<file path="src/rtl/alu_int_seq.sv">
// Sequential integer ALU: single-cycle logic/arith ops plus iterative shift-add multiply.
// Define ALU_INT_SEQ_DIV_EN to add the restoring divider (div/divu/rem/remu).
module alu_int_seq #(
  parameter int WORDSIZE        = 64,
  parameter int CYCLES_PER_STEP = 1
) (
  input  logic                clk,
  input  logic                reset,
  input  logic                in_valid,
  output logic                in_ready,
  input  logic [WORDSIZE-1:0] input_a,
  input  logic [WORDSIZE-1:0] input_b,
  input  logic [9:0]          operation,
  output logic                out_valid,
  input  logic                out_ready,
  output logic [WORDSIZE-1:0] out,
  output logic                overflow,
  output logic                illegal
);

  localparam int W     = WORDSIZE;
  localparam int STEPS = W / CYCLES_PER_STEP;
  localparam int CNT_W = $clog2(STEPS + 1);
  localparam int SH_W  = $clog2(W);

  localparam logic [9:0] OP_ADD   = 10'b000_0000000;
  localparam logic [9:0] OP_SUB   = 10'b000_0100000;
  localparam logic [9:0] OP_SLL   = 10'b001_0000000;
  localparam logic [9:0] OP_SLT   = 10'b010_0000000;
  localparam logic [9:0] OP_SLTU  = 10'b011_0000000;
  localparam logic [9:0] OP_XOR   = 10'b100_0000000;
  localparam logic [9:0] OP_SRL   = 10'b101_0000000;
  localparam logic [9:0] OP_SRA   = 10'b101_0100000;
  localparam logic [9:0] OP_OR    = 10'b110_0000000;
  localparam logic [9:0] OP_AND   = 10'b111_0000000;
  localparam logic [9:0] OP_MUL   = 10'b000_0000001;
  localparam logic [9:0] OP_MULHU = 10'b011_0000001;
`ifdef ALU_INT_SEQ_DIV_EN
  localparam logic [9:0] OP_DIV   = 10'b100_0000001;
  localparam logic [9:0] OP_DIVU  = 10'b101_0000001;
  localparam logic [9:0] OP_REM   = 10'b110_0000001;
  localparam logic [9:0] OP_REMU  = 10'b111_0000001;
`endif

  typedef enum logic [1:0] {IDLE, BUSY, DONE} state_t;
  typedef enum logic [2:0] {K_MUL, K_MULHU, K_DIV, K_DIVU, K_REM, K_REMU} kind_t;

  state_t         state_q, state_d;
  logic [CNT_W-1:0] cnt_q, cnt_d;
  logic [W-1:0]   out_q, out_d;
  logic           ovf_q, ovf_d;
  logic           ill_q, ill_d;

  // Iterative datapath: acc holds product high half / partial remainder,
  // lo holds multiplier / dividend shifting into the product low half / quotient.
  kind_t          kind_q, kind_d;
  logic [W-1:0]   opnd_q, opnd_d;
  logic [W:0]     acc_q, acc_d;
  logic [W-1:0]   lo_q, lo_d;
`ifdef ALU_INT_SEQ_DIV_EN
  logic           qneg_q, qneg_d;
  logic           rneg_q, rneg_d;
  logic           qneg_dec, rneg_dec;
  logic [W-1:0]   abs_a, abs_b;
`endif

  logic signed [W-1:0] a_s, b_s;
  logic [W-1:0]   sum, diff, sc_res, opnd_dec, lo_dec, fin;
  logic [SH_W-1:0] shamt;
  logic           sc_ovf, sc_ill, is_iter;
  kind_t          kind_dec;
  logic [W:0]     acc_t, part;
  logic [W-1:0]   lo_t;

  assign a_s   = input_a;
  assign b_s   = input_b;
  assign sum   = input_a + input_b;
  assign diff  = input_a - input_b;
  assign shamt = input_b[SH_W-1:0];

  always_comb begin
    sc_res   = '0;
    sc_ovf   = 1'b0;
    sc_ill   = 1'b0;
    is_iter  = 1'b0;
    kind_dec = K_MUL;
    opnd_dec = input_a;
    lo_dec   = input_b;
`ifdef ALU_INT_SEQ_DIV_EN
    abs_a    = input_a[W-1] ? -input_a : input_a;
    abs_b    = input_b[W-1] ? -input_b : input_b;
    qneg_dec = 1'b0;
    rneg_dec = 1'b0;
`endif
    case (operation)
      OP_ADD: begin
        sc_res = sum;
        sc_ovf = (input_a[W-1] == input_b[W-1]) && (sum[W-1] != input_a[W-1]);
      end
      OP_SUB: begin
        sc_res = diff;
        sc_ovf = (input_a[W-1] != input_b[W-1]) && (diff[W-1] != input_a[W-1]);
      end
      OP_SLL:  sc_res = input_a << shamt;
      OP_SLT:  sc_res = {{(W-1){1'b0}}, (a_s < b_s)};
      OP_SLTU: sc_res = {{(W-1){1'b0}}, (input_a < input_b)};
      OP_XOR:  sc_res = input_a ^ input_b;
      OP_SRL:  sc_res = input_a >> shamt;
      OP_SRA:  sc_res = a_s >>> shamt;
      OP_OR:   sc_res = input_a | input_b;
      OP_AND:  sc_res = input_a & input_b;
      OP_MUL: begin
        is_iter  = 1'b1;
        kind_dec = K_MUL;
      end
      OP_MULHU: begin
        is_iter  = 1'b1;
        kind_dec = K_MULHU;
      end
`ifdef ALU_INT_SEQ_DIV_EN
      // Signed ops divide magnitudes; a zero divisor keeps the all-ones quotient unsigned.
      OP_DIV: begin
        is_iter  = 1'b1;
        kind_dec = K_DIV;
        opnd_dec = abs_b;
        lo_dec   = abs_a;
        qneg_dec = (input_a[W-1] ^ input_b[W-1]) && (input_b != '0);
      end
      OP_DIVU: begin
        is_iter  = 1'b1;
        kind_dec = K_DIVU;
        opnd_dec = input_b;
        lo_dec   = input_a;
      end
      OP_REM: begin
        is_iter  = 1'b1;
        kind_dec = K_REM;
        opnd_dec = abs_b;
        lo_dec   = abs_a;
        rneg_dec = input_a[W-1];
      end
      OP_REMU: begin
        is_iter  = 1'b1;
        kind_dec = K_REMU;
        opnd_dec = input_b;
        lo_dec   = input_a;
      end
`endif
      default: sc_ill = 1'b1;
    endcase
  end

  always_comb begin
    acc_t = acc_q;
    lo_t  = lo_q;
    part  = '0;
    for (int k = 0; k < CYCLES_PER_STEP; k++) begin
      if (kind_q == K_MUL || kind_q == K_MULHU) begin
        part  = lo_t[0] ? (acc_t + {1'b0, opnd_q}) : acc_t;
        acc_t = {1'b0, part[W:1]};
        lo_t  = {part[0], lo_t[W-1:1]};
      end
`ifdef ALU_INT_SEQ_DIV_EN
      else begin
        part = {acc_t[W-1:0], lo_t[W-1]};
        lo_t = {lo_t[W-2:0], 1'b0};
        if (part >= {1'b0, opnd_q}) begin
          part    = part - {1'b0, opnd_q};
          lo_t[0] = 1'b1;
        end
        acc_t = part;
      end
`endif
    end
  end

  always_comb begin
    fin = '0;
    case (kind_q)
      K_MUL:   fin = lo_t;
      K_MULHU: fin = acc_t[W-1:0];
`ifdef ALU_INT_SEQ_DIV_EN
      K_DIV, K_DIVU: fin = qneg_q ? -lo_t : lo_t;
      K_REM, K_REMU: fin = rneg_q ? -acc_t[W-1:0] : acc_t[W-1:0];
`endif
      default: fin = '0;
    endcase
  end

  always_comb begin
    state_d = state_q;
    cnt_d   = cnt_q;
    out_d   = out_q;
    ovf_d   = ovf_q;
    ill_d   = ill_q;
    kind_d  = kind_q;
    opnd_d  = opnd_q;
    acc_d   = acc_q;
    lo_d    = lo_q;
`ifdef ALU_INT_SEQ_DIV_EN
    qneg_d  = qneg_q;
    rneg_d  = rneg_q;
`endif
    case (state_q)
      IDLE: begin
        if (in_valid) begin
          if (is_iter) begin
            state_d = BUSY;
            cnt_d   = '0;
            kind_d  = kind_dec;
            opnd_d  = opnd_dec;
            acc_d   = '0;
            lo_d    = lo_dec;
`ifdef ALU_INT_SEQ_DIV_EN
            qneg_d  = qneg_dec;
            rneg_d  = rneg_dec;
`endif
          end else begin
            state_d = DONE;
            out_d   = sc_res;
            ovf_d   = sc_ovf;
            ill_d   = sc_ill;
          end
        end
      end
      BUSY: begin
        acc_d = acc_t;
        lo_d  = lo_t;
        cnt_d = cnt_q + CNT_W'(1);
        if (cnt_q == CNT_W'(STEPS - 1)) begin
          state_d = DONE;
          out_d   = fin;
          ovf_d   = 1'b0;
          ill_d   = 1'b0;
        end
      end
      DONE: begin
        if (out_ready) state_d = IDLE;
      end
      default: state_d = IDLE;
    endcase
  end

  always_ff @(posedge clk) begin
    if (reset) begin
      state_q <= IDLE;
      cnt_q   <= '0;
      out_q   <= '0;
      ovf_q   <= 1'b0;
      ill_q   <= 1'b0;
    end else begin
      state_q <= state_d;
      cnt_q   <= cnt_d;
      out_q   <= out_d;
      ovf_q   <= ovf_d;
      ill_q   <= ill_d;
    end
  end

  // Datapath contents are only meaningful in BUSY, so they carry no reset.
  always_ff @(posedge clk) begin
    kind_q <= kind_d;
    opnd_q <= opnd_d;
    acc_q  <= acc_d;
    lo_q   <= lo_d;
`ifdef ALU_INT_SEQ_DIV_EN
    qneg_q <= qneg_d;
    rneg_q <= rneg_d;
`endif
  end

  assign in_ready  = (state_q == IDLE);
  assign out_valid = (state_q == DONE);
  assign out       = out_q;
  assign overflow  = ovf_q;
  assign illegal   = ill_q;

endmodule

</file>
<file path="config.mk">
export PLATFORM = sky130hd
export DESIGN_NAME = alu_int_seq
export DESIGN_NICKNAME = d
export VERILOG_FILES = /design/src/rtl/alu_int_seq.sv
export SDC_FILE = /design/constraint.sdc
export NUM_CORES = 2
export LEC_CHECK = 0
export CAP_MARGIN = 15
export CORE_ASPECT_RATIO = 1.1
export CORE_MARGIN = 4
export CORE_UTILIZATION = 55
export CTS_BUF_LIST = sky130_fd_sc_hd__clkbuf_4 sky130_fd_sc_hd__clkbuf_8 sky130_fd_sc_hd__clkbuf_16
export DETAILED_ROUTE_END_ITERATION = 6
export MAX_ROUTING_LAYER = met4
export PLACE_DENSITY_LB_ADDON = 0.1
export SLEW_MARGIN = 20
export SYNTH_ARGS = -nofsm -noshare
export SYNTH_HDL_FRONTEND = slang
export SYNTH_SLANG_ARGS = --single-unit
</file>
<file path="constraint.sdc">
create_clock -name clk -period 20.2 [get_ports clk]
set_clock_uncertainty 0.1 [all_clocks]
set_input_delay 2.02 -clock clk [delete_from_list [all_inputs] [get_ports clk]]
set_output_delay 2.02 -clock clk [all_outputs]
set_load 0.01 [all_outputs]
</file>
[Yosys cells after proc, flatten, opt, wreduce, memory -nomap -nowiden]
Cells that the tools add are included.
Storage, ports and cells
  flip-flop bits (word level): 271
  latch bits: 0
  RAM bits: 0
  ROM bits: 0
  input bits: 142
  output and inout port bits: 68
  memories kept: 0
Operators by class
  add/sub/neg operators: 4
  multiply operators: 0
  divide/modulo/power cells: 0
  magnitude comparators: 2
  eq/ne operators: 25
  shift operators: 3
  mux-type cells: 34
  bitwise gates (word level): 3
  reductions and logical operators: 14
Operators with widths (count)
  $pmux W64 S10: 1
  $mux W64: 6
  $pmux W64 S2: 3
  $mux W65: 4
  $pmux W65 S2: 1
  $lt A64 B64 Y1: 2
  $add A65 B64 Y65: 1
  $add A64 B64 Y64: 1
  $and A64 B64 Y64: 1
  $or A64 B64 Y64: 1
  $shl A64 B6 Y64: 1
  $shr A64 B6 Y64: 1
  $sshr A64 B6 Y64: 1
  $sub A64 B64 Y64: 1
  $xor A64 B64 Y64: 1
  $eq A10 B10 Y1 const B: 5
  $eq A10 B9 Y1 const B: 3
  $mux W7: 2
  $pmux W7 S2: 1
  $reduce_or A12 Y1: 1
  $eq A10 B1 Y1 const B: 1
  $eq A10 B6 Y1 const B: 1
  $eq A10 B8 Y1 const B: 1
  $logic_not A10 Y1: 1
  other kinds (21): 43

[Longest topological paths before layout]
  word-level depth: 7
  depth in mapped cells: 19
  depth with buffers taken out: 16

[Worst setup path after synthesis]
No wires, ideal clock.
  path kind: input to register
  start point: in operation[3]
  end point: reg cnt_q[5]
  setup time: 0.120 ns
  arrival: 10.062 ns
  required time: 19.980 ns
  slack: 9.919 ns
  stages: 10
  cell sequence: nor4_2 nand3b_1 or4_1 inv_1 a21oi_1 nor2_1 nand4_1 or2_2 xor2_1 nor2_1
On the way
  cells in the longest elaborated chain, start to end: 5
  elaborated cells on any way between the ends: 6
  classes of those cells: eq/ne: 3; mux: 1; reduce/logical: 2
Ends and longest elaborated chain
  from (decl): line 13  | input logic [9:0] operation,
  $eq A10 B9 Y1 / $eq A10 B1 Y1 (equally long branches): line 95  | case (operation)
  $reduce_or A2 Y1 (no source line) (*)
  $mux W1 (*): line 95
  $ne A2 B1 Y1 (no source line) (*)
  $reduce_and A3 Y1 (no source line) (*)
  to (signal assigned): line 253  | cnt_q <= cnt_d;
  to (decl): line 49  | logic [CNT_W-1:0] cnt_q, cnt_d;
Every way passes the cells marked *; elsewhere a longest branch is shown, timed or not.
A chain may end at the register's enable or synchronous reset.

[Worst setup path after layout]
  start point: in input_a[1]
  end point: reg out_q[43] (netlist: out[43])
On the way
  cells in the longest elaborated chain, start to end: 5
  elaborated cells on any way between the ends: 9
  classes of those cells: add/sub: 2; shift: 3; mux: 4
Ends and longest elaborated chain
  from (decl): line 11  | input logic [WORDSIZE-1:0] input_a,
  $sub A64 B64 Y64, or another cell as far along: line 78  | assign diff = input_a - input_b;
  $pmux W64 S10 (*): line 95
  $mux W64 (*): line 207  | if (is_iter) begin
  $mux W64 (*): line 206  | if (in_valid) begin
  $pmux W64 S2 (*): line 204  | case (state_q)
  to (signal assigned): line 254  | out_q <= out_d;
  to (decl): line 50  | logic [W-1:0] out_q, out_d;
Every way passes the cells marked *; elsewhere a longest branch is shown, timed or not. The select of a mux whose other input is x is not followed.

==> metrics.yaml <==
vdd_ir_drop_max_uv: 59.2
worst_setup_path_end_kind: "flop"
yosys.area.top_type: "edfxtp_1"
synth.net_count: 4870
hold_path_class: "reg2reg"
fillers: 5588
drt_pass1_iterations: 7
io_buffer_count: 209
grt_pass1_vias: 35300
yosysWarnings: 0
htreeDepth: 1
syn_area_sq_mm: 0.0345
pre_cts_slack_ps: 13130
report.final.setup_viol: 0
fin_crit_ps: 6770
cts_tree: "yes"
vias: 39400
async_flop_share: 0
register_area_sq_mm: 0.00730
power_leakage_nw: 14.8
grt_usage: 0.499
grt_first_pass_wirelength_um: 242000
postCtsSetupBuffers: 0
rsz0062_at_grt: "false"
ys.flop_type: "edfxtp_1"
ys_types: 95
ant_nets: 0
multi_input_area_sq_mm: 0.0251
synth_edf_count: 193
ys_ff_latch: 268
p_sw_mw: 0.697
synth_top_family_by_area: "compound AO/OA/AOI/OAI gates"
drc: 100
die_x_um: 247
synthCells: 4460
routed_via_density: 7.40
drv_slew: 0
ys_top_cells_by_count: "nor2_1, a21oi_1, nand2_1, o21ai_0, ha_1"
worstPathRequired_ps: 20550
yosysMostFrequentCell: "nor2_1"
synth_compound_gate_area_share: 0.292
violations: "DRC"
hpwl_um: 131000
synthXorXnorAreaFrac: 0.0248
cts_hold_buf: 0
worstMarginPinSlew_ps: 1120
finalHoldViolCount: 0
die_h_um: 271
clockRootBuffer: "clkbuf_16"
synthMuxAreaShare: 0.134
fin_crit_sh: 0.335
postCtsResizedCells: 0
avgSynthCellArea_sq_um: 7.74
rows: 96
combPwrFrac: 0.382
ys_seq_area_frac: 0.211
crit_type: "in2reg"
ctsLongestPathBuffers: 3
fin_ws_ps: 13430
gp_congestion: 1.15
start_util: 0.554
stdcell_count: 5329
placedCellCount: 5263
core_sq_mm: 0.0623
cp-start-kind: "primary input"
clockPowerShare: 0.286
synth_top_cell_area_share: 0.168
io_pins: 210
cp_max_fo: 11
nets: 4869
synth-adder-area-share: 0.0977
routed_wl_um: 171000
slew_headroom: 0.248
internal_power_mw: 1.10
cts.sinks: 268
clock_latency_ps: 580
swShare: 0.388
wl_per_cell_um: 32.0
seqPwrFrac: 0.332
area_delta_synth_final_pct: 9.88
status: "finished, violations left"
path_clk_slew_ps: 70
max_freq_ghz: 0.148
dieArea_sq_mm: 0.0669
power_density_mw_per_mm2: 47.3
grt_antenna_before_repair: 17
synth_area_leaders: "edfxtp_1, ha_1, mux4_2"
maxCapViolCount: 0
grt_max_degree: 107
grt_overflow: 0
tns_ps: 0
cts_buffers: 27
synth-simple-area-share: 0.177
drive_gt1_frac: 0.0746
cp.arrival_ps: 7120
first_iter_violations: 7146
[layout make-up]
type	instances	share of cell area
Timing Repair Buffer	296	0.0722
Clock inverter	11	0.00247
Antenna cell	18	0.00119
Multi-Input combinational cell	3645	0.662
Inverter	221	0.0220
Tap cell	833	0.0275
Clock buffer	37	0.0203
Sequential cell	268	0.192
[cell families after synthesis]
kind of cell / Yosys count
xor+xnor: 98
fa+ha+maj: 268
flops: 268
buf+inv: 547
mux: 325
compound gates: 1555
simple gates: 1399
[critical path: stages]
cell and delay (ps):
clkdlybuf4s50_1 810, inv_1 100, ha_1 370, a211oi_1 300
o21ai_1 250, o21ai_1 290, a21oi_1 150, o31ai_1 610
o221ai_1 400, o2bb2ai_1 350, a21oi_1 220, xnor2_1 80
a221oi_1 800, nor2_1 90, a221o_1 280
[power groups by stage]
stage          clock network, mW  registers (mW)  logic (mW)
3_3_place_gp                   0           0.607       0.638
2_1_floorplan                  0           0.608       0.392
6_report                   0.513           0.596       0.686
3_5_place_dp                   0           0.608       0.638
5_1_grt                    0.530           0.596       0.704
4_1_cts                    0.508           0.596       0.641
[registers in the layout (all words and copies together), names as in the netlist]
register,cells
acc_q,64
cnt_q,7
illegal,1
kind_q,1
lo_q,64
opnd_q,64
out,64
overflow,1
state_q,2
[metal layers]
layer	GRT usage	share of wire
met4	0.203	0.058
met2	0.654	0.39
met1	0.665	0.37
met5	-	0
met3	0.224	0.18
[per-stage QoR]
step	hold slack, ps	util	total power, mW	instance area, sq um
final	367	0.609	1.79	38000
after global routing	404	0.609	1.83	37900
after CTS	362	0.608	1.74	37900
after detailed placement	351	0.594	1.25	37000
after global placement	342	0.594	1.25	37000
after floorplan	359	-	1.00	34500
[cells in the final DEF, fill, tap and decap left out, drive strengths merged, types with 54 or more instances in the layout]
master | netlist | layout
nor2 | 568 | 568
a21oi | 459 | 459
nand2 | 446 | 446
o21ai | 355 | 355
ha | 265 | 265
inv | 216 | 220
clkdlybuf4s50 | 0 | 202
mux2i | 195 | 195
edfxtp | 193 | 193
mux4 | 108 | 108
a211oi | 97 | 97
buf | 95 | 93
nor3 | 91 | 91
dfxtp | 75 | 75
a21o | 74 | 74
xnor2 | 69 | 69
o21bai | 65 | 65
nand3 | 63 | 63
o211ai | 56 | 56
nand4 | 54 | 54
[worst paths after layout]
| kind | from | end | slack (ps) | cells past startpoint |
|---|---|---|---|---|
| worst max-delay path | input_a[1] | out[43]$_SDFFE_PP0P_ | 13430 | 15 |
| worst min-delay path | illegal$_SDFFE_PP0P_ | illegal$_SDFFE_PP0P_ | 370 | 2 |
| worst max register to register | opnd_q[0]$_DFFE_PP_ | out[51]$_SDFFE_PP0P_ | 15150 | 15 |
| worst min register to register | illegal$_SDFFE_PP0P_ | illegal$_SDFFE_PP0P_ | 370 | 2 |
No activity file was read; power rests on OpenSTA's default activity.
